**config.mk**
```make
export PLATFORM = sky130hd
export DESIGN_NAME = baud_sched_ctrl_flat
export DESIGN_NICKNAME = d
export VERILOG_FILES = /design/src/rtl/baud_sched_pkg.sv /design/src/rtl/baud_sched_ctrl_if.sv /design/src/rtl/baud_div_counter.sv /design/src/rtl/baud_sched_ctrl.sv /design/src/flat_wrapper.sv
export SDC_FILE = /design/constraint.sdc
export NUM_CORES = 1
export LEC_CHECK = 0
export CORE_ASPECT_RATIO = 0.6
export CORE_UTILIZATION = 50
export DETAILED_ROUTE_END_ITERATION = 7
export PLACE_DENSITY_LB_ADDON = 0.08
export REMOVE_ABC_BUFFERS = 1
export SETUP_SLACK_MARGIN = 0.4
export SKIP_LAST_GASP = 1
export SLEW_MARGIN = 30
export SYNTH_ARGS = -nofsm -noshare
export SYNTH_HDL_FRONTEND = slang
export SYNTH_HIERARCHICAL = 1
export SYNTH_SLANG_ARGS = --single-unit
```
**constraint.sdc**
```tcl
create_clock -name clk -period 3.6 [get_ports clk]
set_input_delay 0.72 -clock clk [delete_from_list [all_inputs] [get_ports clk]]
set_output_delay 0.72 -clock clk [all_outputs]
set_load 0.005 [all_outputs]
```
**src/rtl/baud_sched_pkg.sv**
```systemverilog
`default_nettype none
// ============================================================================
// Module   : baud_sched_pkg
// Purpose  : Shared state encoding and rate constants for the baud scheduler.
// Revision : 1.0
// ============================================================================
package baud_sched_pkg;

    typedef enum logic [1:0] {
        STOPPED = 2'd0,
        RUN     = 2'd1,
        PEND    = 2'd2,
        LOAD    = 2'd3
    } state_e;

    localparam int OS_RATE      = 16;
    localparam int OS_W         = $clog2(OS_RATE);
    localparam int PEND_TIMEOUT = 65535;

endpackage
`default_nettype wire

```
**src/rtl/baud_sched_ctrl_if.sv**
```systemverilog
`default_nettype none
// ============================================================================
// Module   : baud_sched_ctrl_if
// Purpose  : Divisor handshake, engine busy flags and baud tick outputs.
// Revision : 1.0
// ============================================================================
interface baud_sched_ctrl_if #(
    parameter int BITS = 10
);
    logic            run;
    logic            cfg_valid;
    logic [BITS-1:0] cfg_div;
    logic            cfg_ready;
    logic            tx_busy;
    logic            rx_busy;
    logic            tick;
    logic            bit_tick;
    logic [BITS-1:0] div_active;
    logic            cfg_forced;

    modport master (
        output run, cfg_valid, cfg_div, tx_busy, rx_busy,
        input  cfg_ready, tick, bit_tick, div_active, cfg_forced
    );

    modport slave (
        input  run, cfg_valid, cfg_div, tx_busy, rx_busy,
        output cfg_ready, tick, bit_tick, div_active, cfg_forced
    );
endinterface
`default_nettype wire

```
**src/rtl/baud_div_counter.sv**
```systemverilog
`default_nettype none
// ============================================================================
// Module   : baud_div_counter
// Purpose  : Wrapping up-counter; done flags count == final value.
// Revision : 1.0
// ============================================================================
module baud_div_counter #(
    parameter int BITS = 10
) (
    input  wire logic            clk,
    input  wire logic            reset,
    input  wire logic            en,
    input  wire logic            clr,
    input  wire logic [BITS-1:0] final_val,
    output logic                 done
);
    logic [BITS-1:0] count_q, count_d;

    assign done = (count_q == final_val);

    always_comb begin
        count_d = count_q;
        if (clr)
            count_d = '0;
        else if (en)
            count_d = done ? '0 : count_q + BITS'(1);
    end

    always_ff @(posedge clk or posedge reset) begin
        if (reset)
            count_q <= '0;
        else
            count_q <= count_d;
    end
endmodule
`default_nettype wire

```
**src/rtl/baud_sched_ctrl.sv**
```systemverilog
`default_nettype none
// ============================================================================
// Module   : baud_sched_ctrl
// Purpose  : Baud divisor owner; defers divisor changes until TX/RX are idle.
//            Optional PEND watchdog enabled by BAUD_SCHED_TIMEOUT_EN.
// Revision : 1.0
// ============================================================================
module baud_sched_ctrl
    import baud_sched_pkg::*;
#(
    parameter int BITS        = 10,
    parameter int DEFAULT_DIV = 650
) (
    input  wire logic          clk,
    input  wire logic          reset,
    baud_sched_ctrl_if.slave   bus
);
    state_e          state_q, state_d;
    logic [BITS-1:0] div_active_q, div_active_d;
    logic [BITS-1:0] pend_div_q, pend_div_d;
    logic [OS_W-1:0] os_cnt_q, os_cnt_d;
    logic            counting, cnt_en, cnt_done, hs, idle, timeout, tick_w;

    assign counting      = (state_q == RUN) || (state_q == PEND);
    assign bus.cfg_ready = (state_q == STOPPED) || (state_q == RUN);
    assign hs            = bus.cfg_valid && bus.cfg_ready;
    assign idle          = !bus.tx_busy && !bus.rx_busy;

    // div_active takes the new value on entry to LOAD so it is visible
    // during the LOAD cycle itself.
    always_comb begin
        state_d      = state_q;
        div_active_d = div_active_q;
        pend_div_d   = pend_div_q;
        case (state_q)
            STOPPED: begin
                if (hs) begin
                    pend_div_d   = bus.cfg_div;
                    div_active_d = bus.cfg_div;
                    state_d      = LOAD;
                end else if (bus.run) begin
                    state_d = RUN;
                end
            end
            RUN: begin
                if (hs) begin
                    pend_div_d = bus.cfg_div;
                    state_d    = PEND;
                end else if (!bus.run) begin
                    state_d = STOPPED;
                end
            end
            PEND: begin
                if (idle || !bus.run || timeout) begin
                    div_active_d = pend_div_q;
                    state_d      = LOAD;
                end
            end
            LOAD:    state_d = bus.run ? RUN : STOPPED;
            default: state_d = STOPPED;
        endcase
    end

    // Counters only advance while staying in a counting state.
    assign cnt_en = counting && ((state_d == RUN) || (state_d == PEND));
    assign tick_w = counting && cnt_done;

    baud_div_counter #(.BITS(BITS)) u_cnt (
        .clk       (clk),
        .reset     (reset),
        .en        (cnt_en),
        .clr       (!cnt_en),
        .final_val (div_active_q),
        .done      (cnt_done)
    );

    always_comb begin
        os_cnt_d = os_cnt_q;
        if (!cnt_en)
            os_cnt_d = '0;
        else if (tick_w)
            os_cnt_d = os_cnt_q + OS_W'(1);
    end

    always_ff @(posedge clk or posedge reset) begin
        if (reset) begin
            state_q      <= STOPPED;
            div_active_q <= BITS'(DEFAULT_DIV);
            pend_div_q   <= '0;
            os_cnt_q     <= '0;
        end else begin
            state_q      <= state_d;
            div_active_q <= div_active_d;
            pend_div_q   <= pend_div_d;
            os_cnt_q     <= os_cnt_d;
        end
    end

    assign bus.tick       = tick_w;
    assign bus.bit_tick   = tick_w && (os_cnt_q == OS_W'(OS_RATE - 1));
    assign bus.div_active = div_active_q;

`ifdef BAUD_SCHED_TIMEOUT_EN
    logic [15:0] wd_q, wd_d;
    logic        forced_q, forced_d;

    assign timeout  = (state_q == PEND) && (wd_q == 16'(PEND_TIMEOUT - 1));
    assign wd_d     = (state_q == PEND) ? wd_q + 16'd1 : 16'd0;
    assign forced_d = timeout && !idle && bus.run;

    always_ff @(posedge clk or posedge reset) begin
        if (reset) begin
            wd_q     <= '0;
            forced_q <= 1'b0;
        end else begin
            wd_q     <= wd_d;
            forced_q <= forced_d;
        end
    end

    assign bus.cfg_forced = forced_q;
`else
    assign timeout        = 1'b0;
    assign bus.cfg_forced = 1'b0;
`endif

endmodule
`default_nettype wire

```
**src/flat_wrapper.sv**
```systemverilog
// flat-port wrapper written by rule: the top's interface ports become plain ports
module baud_sched_ctrl_flat import baud_sched_pkg::*;
#(
    parameter int BITS        = 10,
    parameter int DEFAULT_DIV = 650
)
  (clk, reset, bus_run, bus_cfg_valid, bus_cfg_div, bus_tx_busy, bus_rx_busy, bus_cfg_ready, bus_tick, bus_bit_tick, bus_div_active, bus_cfg_forced);
  baud_sched_ctrl_if #(.BITS(BITS)) bus_i ();
  input  wire logic clk;
  input  wire logic reset;
  input wire logic [$bits(bus_i.run)-1:0] bus_run;
  input wire logic [$bits(bus_i.cfg_valid)-1:0] bus_cfg_valid;
  input wire logic [$bits(bus_i.cfg_div)-1:0] bus_cfg_div;
  input wire logic [$bits(bus_i.tx_busy)-1:0] bus_tx_busy;
  input wire logic [$bits(bus_i.rx_busy)-1:0] bus_rx_busy;
  output wire logic [$bits(bus_i.cfg_ready)-1:0] bus_cfg_ready;
  output wire logic [$bits(bus_i.tick)-1:0] bus_tick;
  output wire logic [$bits(bus_i.bit_tick)-1:0] bus_bit_tick;
  output wire logic [$bits(bus_i.div_active)-1:0] bus_div_active;
  output wire logic [$bits(bus_i.cfg_forced)-1:0] bus_cfg_forced;
  assign bus_i.run = bus_run;
  assign bus_i.cfg_valid = bus_cfg_valid;
  assign bus_i.cfg_div = bus_cfg_div;
  assign bus_i.tx_busy = bus_tx_busy;
  assign bus_i.rx_busy = bus_rx_busy;
  assign bus_cfg_ready = bus_i.cfg_ready;
  assign bus_tick = bus_i.tick;
  assign bus_bit_tick = bus_i.bit_tick;
  assign bus_div_active = bus_i.div_active;
  assign bus_cfg_forced = bus_i.cfg_forced;
  baud_sched_ctrl #(.BITS(BITS), .DEFAULT_DIV(DEFAULT_DIV)) u_core (.clk(clk), .reset(reset), .bus(bus_i));
endmodule
```
After elaboration in Yosys (flattened, before gate mapping)
Index checks and enable logic that the tools add are counted.
{"block": "word_totals", "rom_bits": 0, "regBits": 36, "ramBits": 0, "inputBits": 16, "elab_cells": 48, "latch_bits": 0, "n_memories": 0, "out_inout_bits": 14}
{"block": "classes", "bitwise": 0, "n_reduce_logical": 17, "muxes": 14, "div_mod_pow": 0, "n_mul": 0, "shifts": 0, "eq_ne": 10, "n_lt_le_gt_ge": 0, "add_sub_neg": 2}
{"op": "$mux W10", "n": 4}
{"op": "$pmux W10 S2", "n": 1}
{"op": "$add A10 B1 Y10 const B", "n": 1}
{"op": "$eq A10 B10 Y1", "n": 1}
{"op": "$mux W2", "n": 5}
{"op": "$mux W4", "n": 2}
{"op": "$pmux W2 S4", "n": 1}
{"op": "$eq A2 B2 Y1 const B", "n": 3}
{"op": "$logic_and A1 B1 Y1", "n": 5}
{"op": "$add A4 B1 Y4 const B", "n": 1}
{"op": "$eq A2 B1 Y1 const B", "n": 2}
{"op": "$eq A4 B4 Y1 const B", "n": 1}
{"op": "$logic_or A1 B1 Y1", "n": 4}
{"op": "$ne A2 B2 Y1 const B", "n": 2}
{"op": "$logic_not A1 Y1", "n": 3}
{"op": "$reduce_and A3 Y1", "n": 1}
{"op": "$logic_not A2 Y1", "n": 1}
{"op": "$ne A2 B1 Y1 const B", "n": 1}
{"op": "$reduce_and A2 Y1", "n": 1}
{"op": "$reduce_bool A2 Y1", "n": 1}
{"op": "$reduce_or A2 Y1", "n": 1}
{"op": "$mux W1", "n": 1}

Logic depth before layout (Yosys ltp)
Gate-level depths: netlist (run 1).
{"block": "logic_depth", "ltp_word": 9, "depth_mapped": 12}

Hierarchy
The synthesis (run 1) kept the hierarchy.
{"mod": "baud_sched_ctrl", "seq_area_each_um2": 655.6, "n_inst": 1, "area_each_um2": 1302.5, "cells_each": 119}
{"mod": "baud_div_counter", "seq_area_each_um2": 250.2, "n_inst": 1, "area_each_um2": 681.9, "cells_each": 68}

Worst setup path after synthesis (run 1)
OpenSTA, ideal clock, no wires.
{"block": "synth_path", "kind": "input-to-reg", "from": "input port bus_rx_busy", "to": "register u_core.u_cnt.count_q[9]", "required_ns": 3.465, "cell_stages": 9, "slack_ns": 0.989, "arrival_ns": 2.476, "cell_sequence": "o21ai_1 or3_1 a32oi_2 xnor2_1 nand2b_1 o2111ai_4 nor4_4 xnor2_1 nor3_2"}
{"block": "synth_via", "elab_chain_cells": 9, "elab_cells_between_ends": 10, "classes_between": "eq/ne: 2; mux: 3; reduce/logical: 5"}
{"item": "start, declared", "line_no": "flat_wrapper.sv:15", "rtl": "input wire logic [$bits(bus_i.rx_busy)-1:0] bus_rx_busy;"}
{"item": "$logic_not A1 Y1 (*)", "line_no": "baud_sched_ctrl.sv:27", "rtl": "assign idle = !bus.tx_busy && !bus.rx_busy;"}
{"item": "$logic_and A1 B1 Y1 (*)", "line_no": "baud_sched_ctrl.sv:27"}
{"item": "$logic_or A1 B1 Y1 (*)", "line_no": "baud_sched_ctrl.sv:54", "rtl": "if (idle || !bus.run || timeout) begin"}
{"item": "$mux W2 (*)", "line_no": "baud_sched_ctrl.sv:54"}
{"item": "$pmux W2 S4 (*)", "line_no": "baud_sched_ctrl.sv:35", "rtl": "case (state_q)"}
{"item": "$eq A2 B1 Y1 / $eq A2 B2 Y1 (equally long branches)", "line_no": "baud_sched_ctrl.sv:65", "rtl": "assign cnt_en = counting && ((state_d == RUN) || (state_d == PEND));"}
{"item": "$logic_or A1 B1 Y1 (*)", "line_no": "baud_sched_ctrl.sv:65"}
{"item": "$logic_and A1 B1 Y1 (*)", "line_no": "baud_sched_ctrl.sv:65"}
{"item": "$mux W10 (*)", "line_no": "baud_div_counter.sv:23", "rtl": "if (clr)"}
{"item": "end signal, assigned", "line_no": "baud_div_counter.sv:33", "rtl": "count_q <= count_d;"}
{"item": "end, declared", "line_no": "baud_div_counter.sv:17", "rtl": "logic [BITS-1:0] count_q, count_d;"}
Every way passes the cells marked *; elsewhere a longest branch is shown, timed or not.
A chain may end at the register's enable or synchronous reset.

Final worst setup path (run 1)
{"block": "layout_path", "from": "register u_core.div_active_q[7] (netlist: u_core/bus.div_active[7])", "to": "output port bus_bit_tick"}
{"block": "layout_via", "elab_chain_cells": 3}
{"item": "start, declared", "line_no": "baud_sched_ctrl.sv:19", "rtl": "logic [BITS-1:0] div_active_q, div_active_d;"}
{"item": "start signal, assigned", "line_no": "baud_sched_ctrl.sv:88", "rtl": "div_active_q <= BITS'(DEFAULT_DIV);"}
{"item": "start signal, assigned", "line_no": "baud_sched_ctrl.sv:93", "rtl": "div_active_q <= div_active_d;"}
{"item": "$eq A10 B10 Y1", "line_no": "baud_div_counter.sv:19", "rtl": "assign done = (count_q == final_val);"}
{"item": "net u_core.cnt_done", "line_no": "baud_sched_ctrl.sv:22", "rtl": "logic counting, cnt_en, cnt_done, hs, idle, timeout, tick_w;"}
{"item": "$logic_and A1 B1 Y1", "line_no": "baud_sched_ctrl.sv:66", "rtl": "assign tick_w = counting && cnt_done;"}
{"item": "$logic_and A1 B1 Y1", "line_no": "baud_sched_ctrl.sv:100", "rtl": "assign bus.bit_tick = tick_w && (os_cnt_q == OS_W'(OS_RATE - 1));"}
{"item": "end, declared", "line_no": "flat_wrapper.sv:18", "rtl": "output wire logic [$bits(bus_i.bit_tick)-1:0] bus_bit_tick;"}
The timed path passes the listed nets, and every way through them passes these cells.

==> results.cfg, run 1 <==
[sta]
clock.fmax_ghz = 0.323
slew_violations = 0
hold_violations = 0
post-route-min-period_ns = 3.09
setup-tns-final_ns = 0
rsz0062_at_grt = true
worstMarginPinSlew_ns = 0.555
period_share_pct = 86.0
slew_headroom_pct = 62.7
fin_ws_ns = 0.505
hold-worst-slack_ns = 0.508
fin_skew_ns = 0.00306
setup_viol = 0

[placed_design]
place_ws_ns = 0.204
place_inst = 262
io_buffers = 28
dpl-instance-area_mm2 = 0.00234
gp_congestion = 0.879
dp_hpwl_um = 3160

[drt]
routed_wl_um = 4060
drt_iter0_markers = 73
ant_nets = 0
wl_per_cell_um = 15.0
first_pass_iters = 4
drc_errors = 0
vias = 1447
via_per_inst = 5.34

[synthesis]
synth_cells = 187
postSynth.asyncResetShare_pct = 100
synth_compound_area_share_pct = 8.64
post_synth_instance_area_mm2 = 0.00198
synth-simple-area-share_pct = 16.9
synth-edff-count = 0
synth_xor_area_share_pct = 8.83
yosysWarnings = 6
synth_mux_area_share_pct = 11.7
ys_seq_elements = 36
synth.avg_cell_area_um2 = 10.6
ys_seq_area_share_pct = 45.6
synth.distinct_cells = 40
synth_fa_ha_area_share_pct = 4.41
synth_ff_type = dfrtp_1
synth_top_family_by_area = simple AND/OR/NAND/NOR gates

[final_layout]
layout_common_cells = dfrtp_1, clkdlybuf4s50_1, nand2_1
finalNetCount = 246
layout_commonest_cell = dfrtp_1
drive_gt1_share_pct = 19.2
diodes = 0
fin_cells = 271
final_area_mm2 = 0.00247
final_util_pct = 66.5
n_fill_cell = 302
area_growth_pct = 24.7

[power_and_ir_drop]
total_power_mw = 2.10
p_leak_nw = 1.02
p_sw_mw = 0.818
p_per_area_mw_per_mm2 = 849
comb_power_share_pct = 51.4
p_int_mw = 1.28
ir_drop_v = 0.000477
clock_power_share_pct = 17.2
p_sw_share_pct = 38.9
power_frac_seq_pct = 31.4

[setup_path]
arrival_ns = 2.37
startpoint_type = flop
timing_worst_setup_path_type = flop to primary output
end_kind = primary output
crit_fanout = 4
crit_required_ns = 2.88

[floorplanning]
die_area_mm2 = 0.00423
rows = 17
ioPinCount = 30
core-area_mm2 = 0.00372
start_util_pct = 53.3
die_h_um = 50.8
die_x_um = 83.3

[status]
status = complete, no violations

[job]
max-cap-violations = 0

[clock_tree]
cts_inserted_buffers = 5
insertion_delay_ns = 0.29
clk_pin_slew_ns = 0.08
root_buffer = clkbuf_8
cts_htree_levels = 2
cts.sinks = 36
cts_buffer_depth = 2
cts_tree = done

[grt]
grtUsageTotal_pct = 22.6
grt_pass1_wl_um = 7110
grt_max_degree = 27
antenna_found_initial = 0
grt_pass1_vias = 1489
grt_overflow = 0

[min_path]
hold_class = flop to flop
-- area by class of cell --
| cell class | count | area, um2 | area share [%] |
|---|---|---|---|
| well taps | 47 | 58.8 | 2.38 |
| repair buffers | 36 | 340 | 13.8 |
| clock buffers | 5 | 68.8 | 2.78 |
| flip-flops and latches | 36 | 906 | 36.6 |
| multi-input cells | 133 | 1010 | 41.0 |
| clock inverters | 3 | 46.3 | 1.87 |
| inverters | 11 | 41.3 | 1.67 |
-- sequential cells by signal, summed over array words and instances, names as in the netlist --
register	flops
u_core/os_cnt_q	4
u_core/bus.div_active	10
u_core/state_q	2
u_core/u_cnt/count_q	10
u_core/pend_div_q	10
-- final timing paths --
kind	endpoint	cells after the start	startpoint	slack [ns]
min reg2reg	u_core/pend_div_q[8]	1	u_core/pend_div_q[8]	0.51
max in group asynchronous	u_core/bus.div_active[9]	2	reset	2.40
min	u_core/pend_div_q[8]	1	u_core/pend_div_q[8]	0.51
max reg2reg	u_core/u_cnt/count_q[9]	10	u_core/state_q[0]	0.82
min in group asynchronous	u_core/u_cnt/count_q[9]	2	reset	0.77
max	bus_bit_tick	8	u_core/bus.div_active[7]	0.51
-- cell usage after synthesis, types with 3 or more instances --
library cell / count / area share, %
clkbuf_1: 4 / 0.76
dfrtp_1: 32 / 40
dfstp_2: 4 / 5.3
ha_1: 7 / 4.4
inv_1: 11 / 2.1
mux2_2: 10 / 5.7
mux2i_1: 12 / 6.1
nand2_1: 22 / 4.2
nand2b_1: 3 / 0.95
nand3_1: 3 / 0.76
nor2_1: 6 / 1.1
nor3_1: 8 / 2.0
o21ai_0: 13 / 3.3
xnor2_1: 18 / 7.9
-- logic make-up (layout without fill, tap and decap cells) --
logic type	after synthesis	count (layout)
simple gates	59	59
flops	36	36
xor+xnor	20	20
compound gates	24	24
mux	22	22
fa+ha+maj	7	7
other cells	1	1
buf+inv	18	55
-- power by group through the flow --
stage	combinational, mW	sequential, mW	clock, mW
after floorplan	0.655	0.644	0
after global placement	1.03	0.662	0
after detailed placement	1.05	0.670	0
after CTS	1.07	0.662	0.373
after global routing	1.20	0.679	0.389
final	1.08	0.661	0.361
-- worst max-delay path: stages, from the launching register on --
cell and delay (ns):
dfstp_2 0.56, xnor2_1 0.12, nand2_1 0.18, nor3_2 0.20, buf_4 0.15, and2_1 0.16, nand2_1 0.09, nor2_1 0.11
clkdlybuf4s50_1 0.50
-- what timing repair did --
item / 4_1_cts / 5_1_grt
buffers inserted: 0 / 1
resized for setup: 0 / 2
hold endpoints to repair: 0 / 0
setup endpoints to repair: 0 / 6
hold buffers: 0 / 0
-- routing by layer --
metal,up-vias,wire length [um],track usage [%]
met5,-,0,0
met4,0,48,8.05
met3,7,134,5.43
met2,28,1840,35.2
met1,701,2050,31.0
li1,711,-,-
(Power assumes the default switching activity.)
==> run 2, diff against run 1 <==
Settings changed: TNS_END_PERCENT set to 1.
==> run 2 against run 1 <==
Net effect: cell count unchanged; largest power group unchanged; critical path type unchanged; cell area is the same; wire length is 0.12% higher; first-iteration DRC count fell by 22%; setup slack gained 0.0014 ns; non-clock buffer count did not move; clock power is essentially flat; via count is 0.76% lower.
==> results.cfg, run 2 (synthesized netlist as in run 1, its figures left out) <==
[setup_path]
timing_worst_setup_path_type = flop to primary output
crit_top_cell = nand2_1
crit_required_ns = 2.88
slowest_delay_ns = 0.56
rr_startpoint = u_core/state_q[0]
end_kind = primary output
cpLargestDelayFamily = simple AND/OR/NAND/NOR gates
path_cells = xnor2_1, nand2_1, nor3_2, buf_4, and2_1, nand2_1, nor2_1, clkdlybuf4s50_1
startpoint_type = flop
crit_fanout = 4
critPathLaunch = u_core/bus.div_active[7]
crit_buf_inv = 2
arrival_ns = 2.37
slowest_stage = dfstp_2

[sta]
hold-worst-slack_ns = 0.508
worstMarginPinSlew_ns = 0.559
fin_ws_ns = 0.507
fin_skew_ns = 0.00299
setup-tns-final_ns = 0
post-route-min-period_ns = 3.09
rsz0062_at_grt = true
setup_viol = 0
hold_violations = 0
period_share_pct = 85.9
slew_headroom_pct = 62.5
clock.fmax_ghz = 0.323
slew_violations = 0

[grt]
grt_overflow = 0
grtUsageTotal_pct = 22.6
grt_max_degree = 27
antenna_found_initial = 0
grt_pass1_wl_um = 7110
grt_pass1_vias = 1489

[floorplanning]
die_area_mm2 = 0.00423
start_util_pct = 53.3
die_x_um = 83.3
ioPinCount = 30
core-area_mm2 = 0.00372
die_h_um = 50.8
rows = 17

[job]
max-cap-violations = 0

[min_path]
hp-start = u_core/pend_div_q[8]
hold_class = flop to flop

[final_layout]
finalNetCount = 246
layout_common_cells = dfrtp_1, clkdlybuf4s50_1, nand2_1
layout_commonest_cell = dfrtp_1
diodes = 0
ff_latch_area_um2 = 906
drive_gt1_share_pct = 19.2
area_growth_pct = 24.7
n_fill_cell = 302
multiInputGateArea_mm2 = 0.00101

[placed_design]
place_ws_ns = 0.204
dp_hpwl_um = 3160
gp_congestion = 0.879
io_buffers = 28

[power_and_ir_drop]
ir_drop_v = 0.000477
p_per_area_mw_per_mm2 = 849
p_leak_nw = 1.02

[status]
status = complete, no violations

[clock_tree]
clk_pin_slew_ns = 0.08
cts.sinks = 36
root_buffer = clkbuf_8
holdBufCountCts = 0
cts_buffer_depth = 2
cts_inserted_buffers = 5
cts_htree_levels = 2
insertion_delay_ns = 0.29
cts_tree = done

[drt]
ant_nets = 0
routed_wl_um = 4070
via_per_inst = 5.30
wl_per_cell_um = 15.0
vias = 1436
drc_errors = 0
first_pass_iters = 4
drt_iter0_markers = 57
run 2: cell counts in the layout (fill, tap and decap cells not counted):
Identical to the previous run, type by type.
run 2: final cells by class:
class / count / area share [%]
Tap cell: 47 / 2.38
Multi-Input combinational cell: 133 / 41.0
Clock buffer: 5 / 2.78
Sequential cell: 36 / 36.6
Inverter: 11 / 1.67
Clock inverter: 3 / 1.87
Timing Repair Buffer: 36 / 13.8
run 2: repair_timing:
| item | CTS | global route |
|---|---|---|
| setup endpoints to repair | 0 | 6 |
| resized for setup | 0 | 2 |
| buffers inserted | 0 | 1 |
run 2: worst paths after layout:
path / end / slack [ns] / cells after the start
max: bus_bit_tick / 0.51 / 8
max reg2reg: u_core/u_cnt/count_q[2] / 0.78 / 10
max in group asynchronous: u_core/bus.div_active[7] / 2.40 / 2
min: u_core/pend_div_q[8] / 0.51 / 1
min in group asynchronous: u_core/u_cnt/count_q[9] / 0.77 / 2
min reg2reg: u_core/pend_div_q[8] / 0.51 / 1
run 2: where the power goes:
part           internal (mW)  total (mW)  switching, mW
Clock                  0.208       0.362          0.153
Sequential             0.553       0.660          0.107
Combinational          0.521        1.08          0.557
run 2: routing by layer:
layer / wire (um) / GRT usage [%] / vias up
li1: - / - / 711
met1: 2070 / 31.0 / 690
met2: 1820 / 35.2 / 28
met3: 129 / 5.43 / 7
met4: 50 / 8.05 / 0
met5: 0 / 0 / -
run 2: worst register-to-register path, cell delays in order, from the launching register on:
cell	delay [ns]
dfrtp_1	0.42
inv_1	0.12
ha_1	0.27
or3_1	0.39
a32oi_2	0.26
xnor2_1	0.13
nor2b_1	0.13
buf_4	0.18
inv_1	0.10
nor4_4	0.56
nor4_1	0.12
run 2: through the flow:
stage	area, um2	cells	util (%)	power [mW]
finish	2470	271	66.5	2.10
global route	2470	271	66.5	2.27
CTS	2460	270	66.1	2.10
detailed placement	2340	262	63.0	1.72
global placement	2340	262	63.0	1.69
floorplan	1950	180	-	1.30
==> run 3, diff against run 2 <==
Settings changed: CAP_MARGIN set to 10.
==> results of run 3 <==
The final DEF is identical to that of run 2; final timing and power are the same.
==> variant 1, RTL diff (flow settings as in run 1) <==
The option `BAUD_SCHED_TIMEOUT_EN` is turned on by a define.
--- a/src/rtl/baud_sched_ctrl.sv
+++ b/src/rtl/baud_sched_ctrl.sv
@@ -7,2 +7,4 @@
 // ============================================================================
+`define BAUD_SCHED_TIMEOUT_EN
+
 module baud_sched_ctrl
Behaviour: same outputs for any inputs over 10 cycles, from zero or initial values and one cycle with reset high; that may be too few to reach the edited logic, so the function may still have changed.
==> variant 1 against run 1 <==
- combinational power is 4% higher
- worst hold slack worse by 0.017 ns
- die area is 42% higher
- area after synthesis is 43% higher
- wire length is 44% higher
- cell count is 37% higher
- worst setup slack worse by 0.059 ns
- fmax is 1.9% lower
- final area is 37% higher
- first-iteration DRC count is 6.8% higher
- critical path type unchanged
- clock power is 16% higher
- largest cell class unchanged
- synthesized cell count is 43% higher
- power is 15% higher
- sequential cell count is 17 higher
==> variant 1: results (changes against run 1) <==
[final_layout]
largest-register = u_core/wd_q
largest_reg_flops = 16
layout.nets = 328  ; +33%
drive_gt1_frac = 0.1579  ; -0.03407
n_fill_cell = 441  ; +46%
antennaDiodeCount = 0  ; unchanged

[cts]
clkLatencyLatePin_ns = 0.30
cts.path.max_buffers = 2  ; unchanged
numCtsBuffers = 5  ; unchanged
clk_pin_slew_worst_paths_ns = 0.10  ; +0.02 ns
cts_root_buf = clkbuf_8
htree_num_levels = 2  ; unchanged

[yosys]
yosys-top-cells-count = dfrtp_1 (49), xnor2_1 (23), o22ai_1 (21)
synth-edff-count = 0  ; unchanged
yosys_warnings = 6  ; unchanged
seq_area_frac_synth = 0.4691  ; +0.01264
yosysTopAreaCell = dfrtp_1
ys_types = 42  ; +5.0%
synthArstFlopShare = 1.000  ; unchanged
synth_top_cells_by_area = dfrtp_1 (43%), xnor2_1 (7.1%), o22ai_1 (4.6%)

[grt]
grt_max_degree = 44  ; +63%
grtUsageTotal = 0.2220  ; -0.004013
grt_pass1_wl_mm = 10.12  ; +42%
grt_antenna_before_repair = 0  ; unchanged
grt_pass1_vias = 1962  ; +32%

[placement]
io_buffer_count = 29  ; +3.6%
hpwl_mm = 4.190  ; +33%
gp_congestion = 0.8904  ; +1.3%
placed_area_um2 = 3219  ; +37%

[min_path]
worstHoldPathType = reg -> reg
holdPathEnd = u_core/wd_q[0]
hp-start = u_core/wd_q[0]

[critical_path]
critPathLaunch = u_core/bus.div_active[7]
rr_endpoint = u_core/u_cnt/count_q[9]
r2r-start = u_core/state_q[0]
reg2reg_depth = 12  ; +2
r2r_slack_ns = 0.63  ; -0.19 ns
critPathMaxFanout = 6  ; +2

[sta]
finalClockSkew_ns = 0.01282  ; +0.009760 ns
whs_ns = 0.4902  ; -0.01735 ns
relSlewSlack = 0.4645  ; -0.1628

[pwr]
vdd_drop_max_mv = 0.4624  ; -3.0%
p_leak_nw = 1.436  ; +41%

[drt]
wl_per_cell_um = 15.86  ; +5.8%
drtIter0Drc = 78  ; +6.8%
first_pass_iters = 4  ; unchanged
vias = 2067  ; +43%

[run_status]
status = completed

[variant 1: final cells by class]
type	count	area (µm²)	share of cell area
Inverter	10	37.54	0.01108
Clock inverter	2	37.54	0.01108
Sequential cell	53	1331	0.3929
Timing Repair Buffer	38	357.8	0.1056
Multi-Input combinational cell	195	1459	0.4306
Clock buffer	6	82.58	0.02437
Tap cell	66	82.58	0.02437
[variant 1: critical path, cell delays in order, from the launching register on]
cell             delay (ns)
dfstp_2                0.59
xnor2_1                0.13
nand2_1                0.19
nor3_2                 0.22
buf_4                  0.17
and3_1                 0.17
and3_1                 0.16
clkdlybuf4s50_1        0.50
[variant 1: worst max path at each step]
stage | end | slack, ns | depth (start not counted)
finish | bus_bit_tick | 0.45 | 7
global route | bus_bit_tick | 0.30 | 8
CTS | bus_bit_tick | 0.41 | 7
detailed placement | u_core/u_cnt/count_q[2] | 0.10 | 10
global placement | u_core/u_cnt/count_q[4] | 0.19 | 10
floorplan | u_core/u_cnt/count_q[2] | -0.08 | 10
[variant 1: what timing repair did]
action	in CTS	in global routing
setup endpoints to repair	0	9
resized for setup	0	6
endpoints found under the hold margin	0	0
buffers inserted	0	3
[variant 1: cells by family after synthesis]
kind of cell               synth area share
DFF                                  0.4691
adders and majority gates           0.03968
buffers and inverters               0.02601
muxes                               0.05071
AOI/OAI and AO/OA                    0.1221
and+or+nand+nor                      0.1936
xor gates and xnor gates            0.09877
[variant 1: per-layer routing]
metal / vias to the layer above / routed length [µm] / global-route usage
met1: 992 / 3355 / 0.3590
met3: 2 / 260 / 0.04147
li1: 1025 / - / -
met4: 0 / 19 / 0.04622
met5: - / 0 / 0
met2: 48 / 2232 / 0.3056
[variant 1: report_power, final]
part / switching, W / internal (W)
Combinational: 0.000607 / 0.000508
Sequential: 0.000134 / 0.000756
Clock: 0.000194 / 0.000226
Total: 0.000935 / 0.00149
[variant 1: stage by stage]
step | cells | worst slack, ns | total power, W | TNS (ns)
floorplan | 258 | -0.08292 | 0.001564 | -0.5650
global placement | 359 | 0.1869 | 0.001946 | 0
detailed placement | 359 | 0.1034 | 0.001974 | 0
CTS | 367 | 0.4069 | 0.002400 | 0
global route | 370 | 0.2965 | 0.002621 | 0
finish | 370 | 0.4465 | 0.002425 | 0
==> variant 2, RTL diff (settings of run 1) <==
Made on the original files. The 4 states of `state_e` get a Gray code encoding in 2 bits.
--- a/src/rtl/baud_sched_pkg.sv
+++ b/src/rtl/baud_sched_pkg.sv
@@ -9,6 +9,6 @@
     typedef enum logic [1:0] {
-        STOPPED = 2'd0,
-        RUN     = 2'd1,
-        PEND    = 2'd2,
-        LOAD    = 2'd3
+        STOPPED = 2'b00,
+        RUN     = 2'b01,
+        PEND    = 2'b11,
+        LOAD    = 2'b10
     } state_e;
Behaviour: same outputs for any inputs over 10 cycles, from zero or initial values and one cycle with reset high; not proved beyond that.
==> variant 2 against run 1 <==
- clock power fell by 19%
- sequential cell count did not move
- wire length barely moved
- power fell by 27%
- cell count fell by 13%
- sequential power rose by 3.3%
- die area fell by 6.5%
- worst setup slack improved by 0.0067 ns
- final area fell by 8.4%
- fmax rose by 0.22%
- largest cell class is now registers
- area after synthesis fell by 6.7%
- highest routed layer unchanged
- via count fell by 7.4%
- synthesized cell count fell by 15%
- sequential share of layout area rose by 3.4 points
==> variant 2: results (changes against run 1) <==
[placement]
hpwl_mm = 2.852  ; -9.6%
io_buffer_count = 28  ; unchanged
gp_congestion = 0.8280  ; -5.8%
dp_cells = 227  ; -13%
dp_slack_ns = 0.8322  ; +0.6284 ns

[yosys]
synthArstFlopShare = 1.000  ; unchanged
synth_xor_area_frac = 0.08986  ; +0.001592
synthMuxAreaShare = 0.07162  ; -0.04565
seq_area_frac_synth = 0.4892  ; +0.03269
yosys-top-cells-count = dfrtp_1 (32), xnor2_1 (16), mux2_2 (10), o221a_1 (10), or3_1 (10)
ys_types = 41  ; +2.5%
synth-compound-area-share = 0.1203  ; +0.03389
synth_top_cells_by_area = dfrtp_1 (43%), xnor2_1 (7.6%), mux2_2 (6.1%)
synth_fa_ha_area_frac = 0.01351  ; -0.03062
syn_avg_cell_area_um2 = 11.65  ; +9.7%

[cts]
cts.path.max_buffers = 2  ; unchanged
clk_pin_slew_worst_paths_ns = 0.07
clkLatencyLatePin_ns = 0.28
numCtsBuffers = 5  ; unchanged
htree_num_levels = 2  ; unchanged
cts_root_buf = clkbuf_8

[run_status]
status = completed

[grt]
grt_pass1_wl_mm = 6.713  ; -5.6%
grt_max_degree = 27  ; unchanged
grt_pass1_vias = 1398  ; -6.1%
grt_antenna_before_repair = 0  ; unchanged
grtUsageTotal = 0.2328  ; +0.006733

[critical_path]
critPathMaxFanout = 6  ; +2
reg2reg_depth = 5  ; -5

[pwr]
p_sw_w = 0.0005037  ; -38%
p_leak_nw = 0.8851  ; -13%
vdd_drop_max_mv = 0.4446  ; -6.7%

[final_layout]
antennaDiodeCount = 0  ; unchanged
fin_cells = 236  ; -13%
drive_gt1_frac = 0.1937  ; +0.001753
layout.nets = 208  ; -15%

[drt]
post_drt_via_cell_ratio = 5.678  ; +6.3%
drtIter0Drc = 88  ; +21%
first_pass_iters = 4  ; unchanged
wirelength_mm = 4.065  ; about the same

[sta]
finalClockSkew_ns = 0.003055  ; -0.0000005500 ns
relSlewSlack = 0.5001  ; -0.1272

[min_path]
whs_path_depth = 1  ; unchanged

[die]
fp.coreArea_um2 = 3383  ; -9.1%

[variant 2: repair_timing]
| item | in CTS | in global routing |
|---|---|---|
| endpoints found under the setup margin | 0 | 1 |
| setup buffers | 0 | 1 |
| gates resized for setup | 0 | 2 |
[variant 2: layer usage]
| layer | part of all wire | track usage | wire (µm) |
|---|---|---|---|
| met1 | 0.48 | 0.3231 | 1950 |
| met5 | 0 | 0 | 0 |
| met2 | 0.47 | 0.3573 | 1916 |
| met4 | 0.0066 | 0.07738 | 27 |
| met3 | 0.042 | 0.05794 | 171 |
[variant 2: worst paths after layout]
check,from,endpoint,slack [ns]
min reg2reg,u_core/pend_div_q[2],u_core/pend_div_q[2],0.51
min in group asynchronous,reset,u_core/u_cnt/count_q[9],0.78
max in group asynchronous,reset,u_core/bus.div_active[3],2.37
max,u_core/bus.div_active[1],bus_bit_tick,0.51
max reg2reg,u_core/state_q[0],u_core/u_cnt/count_q[4],1.49
min,u_core/pend_div_q[2],u_core/pend_div_q[2],0.51
[variant 2: kinds of logic after synthesis]
family / Yosys count
AND/OR/NAND/NOR: 51
flip-flops: 36
AO/OA/AOI/OAI: 23
XOR/XNOR: 19
buffers and inverters: 15
multiplexers: 12
adder cells (fa/ha/maj): 2
other: 1
[variant 2: critical path, stage by stage, from the launching register on]
cell,delay (ns)
dfstp_2,0.56
xnor2_1,0.14
nand4_2,0.20
nor3_2,0.20
buf_4,0.17
nand3_1,0.13
nor2_2,0.17
clkdlybuf4s50_1,0.52
[variant 2: power groups by stage]
stage	combinational (W)	clock, W	sequential [W]
5_1_grt	0.000596	0.000320	0.000699
3_5_place_dp	0.000546	0	0.000690
4_1_cts	0.000550	0.000301	0.000682
3_3_place_gp	0.000524	0	0.000678
2_1_floorplan	0.000323	0	0.000656
6_report	0.000550	0.000292	0.000683
[variant 2: cell type report]
class	count	area, µm²
Tap cell	45	56.30
Fill cell	262	1117
Inverter	8	30.03
Clock buffer	8	90.09
Timing Repair Buffer	31	302.8
Multi-Input combinational cell	108	880.8
Sequential cell	36	905.9
[variant 2: metrics by stage]
stage	area [µm²]	hold WS, ns	power (W)	util
finish	2266	0.5108	0.001525	0.6697
global route	2266	0.5340	0.001615	0.6697
CTS	2251	0.5145	0.001533	0.6653
detailed placement	2161	0.4988	0.001237	0.6387
global placement	2161	0.4883	0.001202	0.6387
floorplan	1809	0.4805	0.0009783	-
